[src/rtl/regfile_wr_sched_pkg.sv]
// Shared register-file definitions for the write-port scheduler:
// address/data widths, buffer defaults and the write-source encoding.
package regfile_wr_sched_pkg;

  localparam int REG_ADDR_W       = 5;
  localparam int REG_DATA_W       = 32;
  localparam int REG_NUM          = 32;
  localparam int ENTRY_W          = REG_ADDR_W + REG_DATA_W;
  localparam int FIFO_DEPTH_DEF   = 2;
  localparam int STARVE_LIMIT_DEF = 4;

  typedef logic [REG_ADDR_W-1:0] reg_addr_t;
  typedef logic [REG_DATA_W-1:0] reg_data_t;

  typedef struct packed {
    reg_addr_t addr;
    reg_data_t data;
  } wb_entry_t;

  typedef enum logic [1:0] {
    SRC_NONE = 2'd0,
    SRC_A    = 2'd1,
    SRC_B    = 2'd2
  } wr_src_e;

  // One-hot register mask; register 0 is hardwired so it never maps to a bit.
  function automatic logic [REG_NUM-1:0] addr_onehot(input reg_addr_t a);
    logic [REG_NUM-1:0] m;
    m    = {REG_NUM{1'b0}};
    m[a] = (a != {REG_ADDR_W{1'b0}});
    return m;
  endfunction

endpackage

[src/rtl/regfile_wr_sched_wb_fifo.sv]
// First-word-fall-through buffer for long-latency writeback results.
// Head entry is visible on rdata_o whenever empty_o is low.
module wb_fifo
  import regfile_wr_sched_pkg::*;
#(
  parameter int DEPTH = FIFO_DEPTH_DEF
) (
  input  logic               clk,
  input  logic               rst,
  input  logic               push_i,
  input  logic [ENTRY_W-1:0] wdata_i,
  input  logic               pop_i,
  output logic [ENTRY_W-1:0] rdata_o,
  output logic               full_o,
  output logic               empty_o
);

  localparam int PTR_W = (DEPTH > 1) ? $clog2(DEPTH) : 1;
  localparam int CNT_W = PTR_W + 1;

  logic [ENTRY_W-1:0] mem_q [DEPTH];
  logic [PTR_W-1:0]   wr_ptr_q, wr_ptr_d;
  logic [PTR_W-1:0]   rd_ptr_q, rd_ptr_d;
  logic [CNT_W-1:0]   count_q, count_d;
  logic               push_ok_s;
  logic               pop_ok_s;

  assign full_o    = (count_q == CNT_W'(DEPTH));
  assign empty_o   = (count_q == {CNT_W{1'b0}});
  assign push_ok_s = push_i & ~full_o;
  assign pop_ok_s  = pop_i & ~empty_o;
  assign rdata_o   = mem_q[rd_ptr_q];

  // Pointer and occupancy next-state; DEPTH is a power of two so pointers wrap naturally.
  always_comb begin
    wr_ptr_d = push_ok_s ? (wr_ptr_q + PTR_W'(1'b1)) : wr_ptr_q;
    rd_ptr_d = pop_ok_s  ? (rd_ptr_q + PTR_W'(1'b1)) : rd_ptr_q;
    case ({push_ok_s, pop_ok_s})
      2'b10:   count_d = count_q + CNT_W'(1'b1);
      2'b01:   count_d = count_q - CNT_W'(1'b1);
      default: count_d = count_q;
    endcase
  end

  // Pointer and occupancy state.
  always_ff @(posedge clk) begin
    if (rst) begin
      wr_ptr_q <= {PTR_W{1'b0}};
      rd_ptr_q <= {PTR_W{1'b0}};
      count_q  <= {CNT_W{1'b0}};
    end else begin
      wr_ptr_q <= wr_ptr_d;
      rd_ptr_q <= rd_ptr_d;
      count_q  <= count_d;
    end
  end

  // Entry storage.
  always_ff @(posedge clk) begin
    if (push_ok_s) begin
      mem_q[wr_ptr_q] <= wdata_i;
    end
  end

endmodule

[src/rtl/regfile_wr_sched.sv]
// Register-file write-port scheduler: pipeline writeback (A) has priority,
// long-latency results (B) are buffered, tracked in a pending scoreboard and
// force a pipeline stall if they starve.
module regfile_wr_sched
  import regfile_wr_sched_pkg::*;
#(
  parameter int FIFO_DEPTH   = FIFO_DEPTH_DEF,
  parameter int STARVE_LIMIT = STARVE_LIMIT_DEF
) (
  input  logic        clk,
  input  logic        rst,
  input  logic        a_valid,
  input  logic [4:0]  a_addr,
  input  logic [31:0] a_data,
  input  logic        b_valid,
  input  logic [4:0]  b_addr,
  input  logic [31:0] b_data,
  output logic        b_ready,
  input  logic        iss_valid,
  input  logic [4:0]  iss_addr,
  input  logic [4:0]  chk_rs,
  input  logic [4:0]  chk_rt,
  input  logic [4:0]  chk_rd,
  output logic        hazard_o,
  output logic        stall_o,
  output logic        we_o,
  output logic [4:0]  waddr_o,
  output logic [31:0] wdata_o
);

  localparam int CNT_W = $clog2(STARVE_LIMIT + 1);

  logic               fifo_full_s;
  logic               fifo_empty_s;
  logic               fifo_push_s;
  logic               fifo_pop_s;
  logic [ENTRY_W-1:0] fifo_head_s;
  wb_entry_t          head_s;
  wr_src_e            win_src_s;
  reg_addr_t          win_addr_s;
  reg_data_t          win_data_s;
  logic               b_retire_s;
  logic [REG_NUM-1:0] clr_mask_s;
  logic [REG_NUM-1:0] set_mask_s;
  logic [REG_NUM-1:0] chk_mask_s;
  logic [REG_NUM-1:0] sb_q, sb_d;
  logic [CNT_W-1:0]   starve_cnt_q, starve_cnt_d;
  logic               starve_sat_s;
  logic               stall_q, stall_d;

  // b_ready is a function of occupancy only, so a same-cycle pop never frees a slot.
  assign b_ready     = ~fifo_full_s & ~rst;
  assign fifo_push_s = b_valid & b_ready;
  assign head_s      = wb_entry_t'(fifo_head_s);

  wb_fifo #(
    .DEPTH (FIFO_DEPTH)
  ) u_wb_fifo (
    .clk     (clk),
    .rst     (rst),
    .push_i  (fifo_push_s),
    .wdata_i ({b_addr, b_data}),
    .pop_i   (fifo_pop_s),
    .rdata_o (fifo_head_s),
    .full_o  (fifo_full_s),
    .empty_o (fifo_empty_s)
  );

  // Write-port arbitration: A always wins, otherwise the buffered B head.
  always_comb begin
    win_src_s = SRC_NONE;
    if (a_valid) begin
      win_src_s = SRC_A;
    end else if (!fifo_empty_s) begin
      win_src_s = SRC_B;
    end else begin
      win_src_s = SRC_NONE;
    end
  end

  // Winning write's address and data.
  always_comb begin
    case (win_src_s)
      SRC_A: begin
        win_addr_s = a_addr;
        win_data_s = a_data;
      end
      SRC_B: begin
        win_addr_s = head_s.addr;
        win_data_s = head_s.data;
      end
      default: begin
        win_addr_s = {REG_ADDR_W{1'b0}};
        win_data_s = {REG_DATA_W{1'b0}};
      end
    endcase
  end

  assign fifo_pop_s = (win_src_s == SRC_B);
  assign b_retire_s = fifo_pop_s;

  // Writes to r0 still retire but never reach the array.
  assign we_o    = (win_src_s != SRC_NONE) & (win_addr_s != {REG_ADDR_W{1'b0}}) & ~rst;
  assign waddr_o = win_addr_s;
  assign wdata_o = win_data_s;

  // Scoreboard masks; OR-ing the set mask last gives a new issue priority over a retire.
  always_comb begin
    clr_mask_s = b_retire_s ? addr_onehot(head_s.addr) : {REG_NUM{1'b0}};
    set_mask_s = iss_valid  ? addr_onehot(iss_addr)    : {REG_NUM{1'b0}};
    chk_mask_s = addr_onehot(chk_rs) | addr_onehot(chk_rt) | addr_onehot(chk_rd);
    sb_d       = (sb_q & ~clr_mask_s) | set_mask_s;
  end

  // A retiring register is forwarded by the register file, so it does not stall decode.
  assign hazard_o = (|(chk_mask_s & sb_q & ~clr_mask_s)) & ~rst;

  // Starvation counter and stall request next-state.
  always_comb begin
    starve_sat_s = (starve_cnt_q == CNT_W'(STARVE_LIMIT));
    if (fifo_empty_s || fifo_pop_s) begin
      starve_cnt_d = {CNT_W{1'b0}};
    end else if (starve_sat_s) begin
      starve_cnt_d = starve_cnt_q;
    end else begin
      starve_cnt_d = starve_cnt_q + CNT_W'(1'b1);
    end
    if (fifo_pop_s) begin
      stall_d = 1'b0;
    end else if (starve_sat_s) begin
      stall_d = 1'b1;
    end else begin
      stall_d = stall_q;
    end
  end

  // Scoreboard, starvation counter and stall register.
  always_ff @(posedge clk) begin
    if (rst) begin
      sb_q         <= {REG_NUM{1'b0}};
      starve_cnt_q <= {CNT_W{1'b0}};
      stall_q      <= 1'b0;
    end else begin
      sb_q         <= sb_d;
      starve_cnt_q <= starve_cnt_d;
      stall_q      <= stall_d;
    end
  end

  assign stall_o = stall_q;

endmodule

[config.mk]
export PLATFORM = sky130hd
export DESIGN_NAME = regfile_wr_sched
export DESIGN_NICKNAME = d
export VERILOG_FILES = /design/src/rtl/regfile_wr_sched_pkg.sv /design/src/rtl/regfile_wr_sched_wb_fifo.sv /design/src/rtl/regfile_wr_sched.sv
export SDC_FILE = /design/constraint.sdc
export NUM_CORES = 1
export LEC_CHECK = 0
export ABC_AREA = 1
export BUFFER_PORTS_ARGS = -buffer_cell sky130_fd_sc_hd__buf_4
export CORE_UTILIZATION = 49
export DETAILED_ROUTE_END_ITERATION = 7
export PLACE_DENSITY_LB_ADDON = 0.15
export SLEW_MARGIN = 20
export SYNTH_ARGS = -nofsm -noshare
export SYNTH_HDL_FRONTEND = slang
export SYNTH_HIERARCHICAL = 1
export SYNTH_SLANG_ARGS = --single-unit
[constraint.sdc]
create_clock -name clk -period 2.8 [get_ports clk]
set_clock_uncertainty 0.2 [all_clocks]
set_input_delay 0.28 -clock clk [delete_from_list [all_inputs] [get_ports clk]]
set_output_delay 0.28 -clock clk [all_outputs]
set_load 0.02 [all_outputs]
==> results of run 1 <==
-- layout make-up --
cell class                      instances  area, µm²  share of cell area, %
Inverter                               69      271.5                  3.134
Clock inverter                         15      256.5                  2.961
Sequential cell                       114       3029                  34.97
Multi-Input combinational cell        481       2907                  33.55
Timing Repair Buffer                  196       1564                  18.05
Clock buffer                           17      425.4                  4.910
Tap cell                              168      210.2                  2.426
-- per-layer routing --
layer  GRT usage [%]  vias up  part of all wire (%)
li1                -     2738                     -
met1           33.34     2701                    38
met2           51.19      298                    51
met3           6.406       48                   8.0
met4           13.25        0                   3.0
met5               0        -                     0
-- sequential cells by signal, indices dropped and copies added (netlist names), named ones only --
register            flops
u_wb_fifo/rd_ptr_q      1
u_wb_fifo/wr_ptr_q      1
sb_q                   31
u_wb_fifo/mem_q        74
stall_o                 1
u_wb_fifo/count_q       2
starve_cnt_q            3
-- worst max path at each step --
| stage | start | endpoint | slack [ns] | cells after the start |
|---|---|---|---|---|
| after global routing | register | hazard_o | -0.09 | 12 |
| after floorplan | rst | u_wb_fifo/mem_q[0][0] | 0.29 | 6 |
| after CTS | register | hazard_o | 0.0009 | 13 |
| final | register | hazard_o | 0.03 | 11 |
| after detailed placement | register | hazard_o | 0.36 | 12 |
| after global placement | register | hazard_o | 0.35 | 12 |
-- logic make-up (layout without fill, tap and decap cells) --
family | after synthesis | in the layout | synth area share (%)
simple gates | 353 | 353 | 25.41
flops | 114 | 114 | 49.11
buf+inv | 89 | 297 | 6.524
compound gates | 87 | 87 | 9.614
mux | 37 | 37 | 8.598
fa+ha+maj | 3 | 3 | 0.6098
xor+xnor | 1 | 1 | 0.1423
-- power groups by stage --
stage	Combinational (W)	Clock (W)	Sequential [W]
after global routing	0.000815	0.00261	0.00187
final	0.000768	0.00251	0.00187
after detailed placement	0.000665	0	0.00190
after global placement	0.000654	0	0.00190
after floorplan	0.000377	0	0.00190
after CTS	0.000720	0.00250	0.00187
-- stage by stage --
stage	area [µm²]	total power [W]	std cells	setup TNS, ns
after floorplan	6158	0.002275	684	0
after global placement	7351	0.002554	981	0
after detailed placement	7351	0.002569	981	0
after CTS	8476	0.005093	1052	0
after global routing	8663	0.005298	1060	-0.08857
final	8663	0.005148	1060	0
-- what timing repair did --
item,CTS,global route
hold endpoints to repair,74,0
gates resized for setup,19,38
hold buffers,37,0
pin swaps,3,11
setup endpoints to repair,1,2
buffers inserted,2,8
-- cell usage after synthesis (7+ instances only) --
cell type	count	area share, %
nor3_1	14	1.1
mux2_2	7	1.3
edfxtp_1	74	36
inv_1	67	4.1
dfxtp_1	40	13
nor2_4	7	1.3
nand2_1	99	6.0
nor2_2	8	0.81
a21oi_1	35	2.8
mux2_4	30	7.3
o21a_1	10	1.2
nand3_1	104	8.5
a22o_1	32	4.6
buf_2	9	0.73
nor2_1	114	7.0
-- worst max-delay path: stages (launching register included) --
cell     delay, ns
dfxtp_4       0.40
mux2_4        0.37
nor2_4        0.14
nand2_4       0.10
o21a_1        0.20
nand2_1       0.07
nand2_1       0.05
nor2_1        0.12
nand2_1       0.08
nor2_2        0.09
a21oi_2       0.06
buf_4         0.17
==> flow_summary.toml, run 1 <==
[outcome]
outcome = "complete, no violations"

[cts]
htreeDepth = 4
numCtsBuffers = 17
clock-sinks = 114
clk_pin_slew_ns = 0.06
cts_tree = "built"
ctsRootBufferMaster = "clkbuf_16"
clk_latency_ns = 0.43
clockBufferDepth = 2

[sta]
setup_viol = 0
worst_pin_slew_ns = 0.7809
slew_viol_final = 0
grt_setup_unrepaired = "true"
period_needed_ns = 2.773
slew_headroom_pct = 47.74
hold-worst-slack_ns = 0.07769
max_freq_ghz = 0.3606
worst_slack_ns = 0.02675
timing.final.crit_share_pct = 99.04
hold_viol = 0

[power_and_ir_drop]
seqPwrFrac_pct = 36.3
powerDensity_nw_per_um2 = 594.3
p_switching_w = 0.001276
power_frac_clock_pct = 48.7
peakVddDrop_v = 0.0006553
p_int_w = 0.003872
combinationalPowerShare_pct = 14.9
p_leak_nw = 3.733
swShare_pct = 24.79

[yosys]
synthCells = 684
synth_edf_count = 74
syn_nets = 786
synth.cell_area_um2 = 6156
synth_seq_area_share_pct = 49.11
ys_ff_latch = 114
async_flop_share_pct = 0
syn_avg_cell_area_um2 = 9.000
synth_cell_types = 30
synth_warnings = 6
ys.flop_type = "edfxtp_1"

[cells_and_area]
layout_commonest_cell = "buf_4"
layout_common_cells = "buf_4, nand2_1, nand3_1"
nNetsFinal = 981
area_growth_pct = 40.73
drive_above_1_share_pct = 32.40
n_fill_cell = 874
fin_util_pct = 71.53
diodes = 0

[critical_path]
worstSetupStartpointType = "register"
r2r_end = "u_wb_fifo/count_q[1]"
reg2reg_depth = 11
timing.rr.start = "u_wb_fifo/count_q[1]"
cp.arrival_ns = 2.29
worstSetupPathType = "reg -> out"
reg2reg_slack_ns = 0.51
path_max_fanout = 7
end_kind = "primary output"
cp.required_ns = 2.32

[floorplanning]
fp.coreArea_um2 = 12110
rows = 40
boundaryPins = 140
die_h_um = 114.1
initial_utilization_pct = 50.83
design.die.area_um2 = 13020
die_x_um = 114.1

[global_routing]
antenna_found_initial = 0
grt_pass1_vias = 5651
overflow = 0
grt_pass1_wl_um = 28350
grt_usage_pct = 28.92
grt_max_degree = 40

[placed_design]
gp_congestion = 0.9029
dp_slack_ns = 0.3623
hpwl_um = 11920
io_buffer_count = 139

[detailed_routing]
wirelength_um = 18800
via_count = 5785
drt-pass1-iter-count = 7
drc = 0
postRouteAntennaNets = 0
drt-initial-drc-count = 500
wl_per_cell_um = 17.73
vias_per_cell = 5.458

[min_path]
holdPathEnd = "sb_q[2]"
hold_depth = 4
min_from = "iss_addr[4]"
hp-class = "in -> reg"

[run]
max_cap_viol_count = 0
Note: power is estimated with default switching activity, not from simulation.
==> inputs of run 2 (changes only) <==
--- a/config.mk
+++ b/config.mk
@@ -7,7 +7,9 @@
 export LEC_CHECK = 0
 export ABC_AREA = 1
 export BUFFER_PORTS_ARGS = -buffer_cell sky130_fd_sc_hd__buf_4
-export CORE_UTILIZATION = 49
+export CELL_PAD_IN_SITES_DETAIL_PLACEMENT = 0
+export CELL_PAD_IN_SITES_GLOBAL_PLACEMENT = 2
+export CORE_UTILIZATION = 29
 export DETAILED_ROUTE_END_ITERATION = 7
 export PLACE_DENSITY_LB_ADDON = 0.15
 export SLEW_MARGIN = 20
==> run 2 against run 1 <==
Against the previous run:
- the flow now finishes with violations (negative setup slack)
- power is 6.3% lower
- via count down 2.6%
- sequential share of layout area is 0.26 points lower
==> flow_summary.toml, run 2 (synthesis results as in run 1) <==
[outcome]
outcome = "finished, violations left"
violations = "negative setup slack"

[cts]
clk_latency_ns = 0.40
clock-sinks = 114
numCtsBuffers = 17
ctsRootBufferMaster = "clkbuf_16"
cts_tree = "built"
htreeDepth = 4
clockBufferDepth = 2
clk_pin_slew_ns = 0.05

[global_routing]
grt_usage_pct = 17.91
grt_max_degree = 39
antenna_found_initial = 0
grt_pass1_vias = 5559
overflow = 0
grt_pass1_wl_um = 29350

[sta]
grt_setup_unrepaired = "true"
setup_tns_ns = -0.01557
max_freq_ghz = 0.3552
hold_viol = 0
setup_viol = 1
slew_viol_final = 0
hold-worst-slack_ns = 0.09645
slew_headroom_pct = 39.44
timing.final.crit_share_pct = 100.6
period_needed_ns = 2.816
worst_pin_slew_ns = 0.9050
worst_slack_ns = -0.01557

[floorplanning]
boundaryPins = 140
die_h_um = 147.7
fp.coreArea_um2 = 20490
initial_utilization_pct = 30.04
rows = 52
die_x_um = 147.7
design.die.area_um2 = 21810

[detailed_routing]
wirelength_um = 19360
wl_per_cell_um = 16.68
drc = 0
vias_per_cell = 4.851
drt-pass1-iter-count = 5
via_count = 5632
drt-initial-drc-count = 356
postRouteAntennaNets = 0

[cells_and_area]
drive_above_1_share_pct = 31.43
diodes = 0
largestRegisters = "u_wb_fifo/mem_q (74), sb_q (31), starve_cnt_q (3)"
largest_reg_flops = 74
layout_commonest_cell = "buf_4"
area_growth_pct = 41.71
layout_common_cells = "buf_4, nor2_1, nand3_1"
regMostFlops = "u_wb_fifo/mem_q"
nNetsFinal = 980
final_cell_area_um2 = 8723

[critical_path]
end_kind = "primary output"
path_max_fanout = 7
worstSetupPathType = "reg -> out"
cp.arrival_ns = 2.34
cp.required_ns = 2.32
worstSetupStartpointType = "register"

[power_and_ir_drop]
powerDensity_nw_per_um2 = 553.1
peakVddDrop_v = 0.0004504
power.total_w = 0.004825
p_leak_nw = 3.692

[placed_design]
gp_congestion = 0.8697
hpwl_um = 14110
io_buffer_count = 139
place_area_um2 = 7511

[run]
max_cap_viol_count = 0

[min_path]
hp-class = "in -> reg"
## run 2: changes by cell type in the layout (fill, tap and decap cells not counted), moves of 3 or more
cell | before | now
buf_4 | 159 | 155
bufinv_16 | 6 | 3
nor2_1 | 92 | 98
nor2_2 | 25 | 19
## run 2: area by class of cell
class / count / area [µm²]
inverter: 69 / 266.5
clock buffer: 18 / 429.2
fill: 2024 / 11770
multi-input combinational: 481 / 2897
timing repair buffer: 195 / 1585
sequential: 114 / 3028
tap: 270 / 337.8
clock inverter: 14 / 180.2
## run 2: path summary, 6_finish.rpt
| check | start | slack (ns) | end | cells after the start |
|---|---|---|---|---|
| worst max register to register | u_wb_fifo/count_q[1] | 0.38 | u_wb_fifo/count_q[1] | 11 |
| worst min-delay path | iss_addr[4] | 0.1 | sb_q[1] | 4 |
| worst min register to register | starve_cnt_q[1] | 0.29 | starve_cnt_q[1] | 2 |
| worst max-delay path | register | -0.02 | hazard_o | 11 |
## run 2: what timing repair did
action | 4_1_cts | 5_1_grt
endpoints found under the setup margin | 1 | 1
endpoints found under the hold margin | 74 | 0
resized for setup | 28 | 21
setup buffers | 2 | 6
pin swaps | 7 | 16
hold buffers | 37 | 0
gates cloned | 0 | 0
## run 2: worst max-delay path, stage by stage (launching register included)
cell,delay [ns]
dfxtp_4,0.42
mux2_4,0.37
inv_4,0.11
nand3_2,0.12
o21a_1,0.23
nand2_1,0.07
nand2_2,0.07
nor2_4,0.12
nand2_1,0.07
nor2_2,0.11
a21oi_2,0.08
buf_6,0.15
## run 2: per-stage QoR
step | worst slack (ns) | utilization, % | cells
2_1_floorplan | 0.2926 | - | 684
3_3_place_gp | 0.1827 | 36.65 | 1084
3_5_place_dp | 0.1487 | 36.65 | 1084
4_1_cts | -0.08101 | 41.98 | 1155
5_1_grt | -0.1614 | 42.56 | 1161
6_report | -0.01557 | 42.56 | 1161
## run 2: report_power, final
group | switching [W] | internal, W
combinational | 0.000421 | 0.000344
clock | 0.000783 | 0.00141
sequential | 0.0000183 | 0.00185
## run 2: metal layers
metal | share of wire [%] | vias to the layer above | GRT usage (%) | routed length (µm)
met4 | 0.90 | 0 | 5.567 | 174
met3 | 6.0 | 13 | 4.352 | 1169
met5 | 0 | - | 0 | 0
met2 | 50 | 177 | 30.14 | 9660
met1 | 43 | 2706 | 22.56 | 8356
li1 | - | 2736 | - | -
==> inputs of run 3 (changes only) <==
--- a/config.mk
+++ b/config.mk
@@ -6,14 +6,13 @@
 export NUM_CORES = 1
 export LEC_CHECK = 0
 export ABC_AREA = 1
-export BUFFER_PORTS_ARGS = -buffer_cell sky130_fd_sc_hd__buf_4
 export CELL_PAD_IN_SITES_DETAIL_PLACEMENT = 0
 export CELL_PAD_IN_SITES_GLOBAL_PLACEMENT = 2
-export CORE_UTILIZATION = 29
+export CORE_UTILIZATION = 33
 export DETAILED_ROUTE_END_ITERATION = 7
+export DONT_BUFFER_PORTS = 1
 export PLACE_DENSITY_LB_ADDON = 0.15
 export SLEW_MARGIN = 20
 export SYNTH_ARGS = -nofsm -noshare
 export SYNTH_HDL_FRONTEND = slang
-export SYNTH_HIERARCHICAL = 1
 export SYNTH_SLANG_ARGS = --single-unit
==> run 3 against run 2 <==
Against the previous run:
- the flow finishes with violations (design-rule violations)
- first-iteration DRC count shrank 17%
- combinational power grew 37%
- utilization grew 3.1 points
- cell area shrank 4.9%
- worst setup slack gained 0.10 ns
- sequential power is essentially flat
- worst hold slack lost 0.077 ns
- non-clock buffer count shrank 69
- global-route usage grew 2.8 points
- largest power group unchanged
- highest routed layer unchanged
==> flow_summary.toml, run 3 <==
[outcome]
outcome = "finished, violations left"
violations = "design-rule violations"

[min_path]
hp-class = "in -> reg"
hold_depth = 4

[detailed_routing]
met2_length_um = 10170
routed.top_layer = "met4"
met1Wirelength_um = 8178
postRouteAntennaNets = 0
wl_per_cell_um = 17.44
via_count = 5913
vias_per_cell = 5.111
wirelength_um = 20180
drt-pass1-iter-count = 7
drt-initial-drc-count = 297
wl_met3_um = 1410
drc = 10

[yosys]
synth.cell_area_um2 = 6176
syn_nets = 897
synthTopCellsByCount = "nand2_1, nor2_1, nand3_1"
synthSimpleGateAreaFrac_pct = 34.36
synth_top_area_share_pct = 35.98
post-synth-top-count-cell = "nand2_1"
synth_area_leader_cell = "edfxtp_1"
synth_warnings = 0
syn_avg_cell_area_um2 = 7.768
synth_edf_count = 74
synth_cell_types = 27
synthCells = 795
async_flop_share_pct = 0
muxShareOfSynthArea_pct = 0
ys_ff_latch = 114
synth_top_family_by_area = "simple AND/OR/NAND/NOR gates"
synth_area_leaders = "edfxtp_1, dfxtp_1, nand2_1"
synthAdderAreaFrac_pct = 0.6078
synth_compound_area_share_pct = 10.11
synth_seq_area_share_pct = 48.95
ys.flop_type = "edfxtp_1"
synth-xor-area-share_pct = 0.1418

[cells_and_area]
drive_above_1_share_pct = 19.18
regMostFlops = "u_wb_fifo.mem_q"
diodes = 0
area_growth_pct = 34.32
layout_commonest_cell = "nand2_1"
regArea_um2 = 3029
layout_common_cells = "nand2_1, nor2_1, nand3_1"
largest_reg_flops = 74
largestRegisters = "u_wb_fifo.mem_q (74), sb_q (31), starve_cnt_q (3)"
nNetsFinal = 1017
n_fill_cell = 1814
multi_input_area_um2 = 3047

[cts]
numCtsBuffers = 17
ctsRootBufferMaster = "clkbuf_16"
htreeDepth = 4
clk_latency_ns = 0.42
clk_pin_slew_ns = 0.06
clockBufferDepth = 2
cts_tree = "built"
clock-sinks = 114

[placed_design]
gp_congestion = 0.8556
io_buffer_count = 0
dp_slack_ns = 0.2659
hpwl_um = 13600

[critical_path]
worstSetupPathType = "reg -> out"
cp.required_ns = 2.32
cpPeakStageDelay_ns = 0.43
worstSetupStartpointType = "register"
worst-path-stages = 9
cp_slowest_cell = "dfxtp_4"
cpMostUsedCell = "buf_4"
reg2reg_depth = 6
crit_family = "buffers and inverters"
end_kind = "primary output"
crit_buf_inv = 4
worstPathCellList = "clkinv_8, nand2_2, nand2_4, buf_4, buf_4, a21boi_0, nand3_1, o31ai_1, inv_1"
cp.arrival_ns = 2.23
path_max_fanout = 12

[global_routing]
overflow = 0
antenna_found_initial = 0
grt_usage_pct = 20.66
grt_max_degree = 39
grt_pass1_vias = 5852
grt_pass1_wl_um = 30860

[sta]
timing.final.crit_share_pct = 96.96
slew_viol_final = 0
worst_slack_ns = 0.08519
hold_viol = 0
setup_tns_ns = 0
max_freq_ghz = 0.3684
slew_headroom_pct = 51.36
setup_viol = 0
period_needed_ns = 2.715
grt_setup_unrepaired = "true"
worst_pin_slew_ns = 0.7240

[floorplanning]
rows = 49
boundaryPins = 140
design.die.area_um2 = 19270
fp.coreArea_um2 = 18150
initial_utilization_pct = 34.03
die_x_um = 138.8
die_h_um = 138.8

[power_and_ir_drop]
peakVddDrop_v = 0.0005501
p_leak_nw = 3.353
powerDensity_nw_per_um2 = 618.4

[run]
max_cap_viol_count = 0
-- run 3: changes by cell type in the layout (fill, tap and decap cells not counted), moves of 13 or more --
cell     delta
mux2_4     -32
o21ai_0    +24
nand2_1    +75
inv_1      -13
buf_4      -81
a22o_1     -31
nor2_1     +43
o31ai_1    +32
-- run 3: per-layer routing --
metal | global-route usage, % | vias up
met4 | 7.427 | 0
met5 | 0 | -
met1 | 23.82 | 2731
met3 | 5.490 | 34
li1 | - | 2933
met2 | 36.71 | 215
-- run 3: what timing repair did --
item / 4_1_cts / 5_1_grt
endpoints found under the hold margin: 114 / 0
pin swaps: 2 / 26
resized for setup: 11 / 57
gates cloned: 0 / 3
hold buffers: 44 / 0
buffers inserted: 4 / 20
setup endpoints to repair: 1 / 1
-- run 3: cells by family after synthesis --
logic type | Yosys count
compound gates | 106
simple gates | 488
flops | 114
buf+inv | 83
fa+ha+maj | 3
xor+xnor | 1
-- run 3: final timing paths --
path,from,end,slack (ns)
worst max register to register,u_wb_fifo.count_q[0],u_wb_fifo.mem_q[1][15],0.72
worst min-delay path,iss_addr[4],sb_q[11],0.02
worst max-delay path,register,we_o,0.09
worst min register to register,u_wb_fifo.rd_ptr_q,u_wb_fifo.rd_ptr_q,0.26
-- run 3: cell type report --
type	count	area share [%]
multi-input combinational	600	36.73
clock inverter	13	1.916
clock buffer	19	5.219
tap	229	3.454
inverter	56	2.685
sequential	114	36.52
timing repair buffer	126	13.48
-- run 3: report_power, final --
| part | switching [W] | internal (W) | leakage, nW | total [W] |
|---|---|---|---|---|
| sequential | 0.0000321 | 0.00187 | 1.00 | 0.00190 |
| combinational | 0.000660 | 0.000385 | 2.07 | 0.00105 |
| clock | 0.000790 | 0.00140 | 0.275 | 0.00219 |
| total | 0.00148 | 0.00365 | 3.35 | 0.00513 |
-- run 3: metrics by stage --
step,util (%),area (µm²),hold slack (ns),std cells,total power [W]
after floorplan,-,6176,0.1789,795,0.002465
after global placement,37.26,6761,0.1583,1054,0.002711
after detailed placement,37.26,6761,0.1604,1054,0.002714
after CTS,43.43,7881,0.008401,1134,0.004997
after global routing,45.71,8295,0.03099,1157,0.005326
final,45.71,8295,0.01968,1157,0.005130
-- run 3: worst register-to-register path, cell delays in order (launching register included) --
cell and delay, ns:
dfxtp_2 0.35, inv_1 0.07, a21oi_1 0.13, buf_4 0.16, nand2_1 0.20, nor2_4 0.13
buf_4 0.44
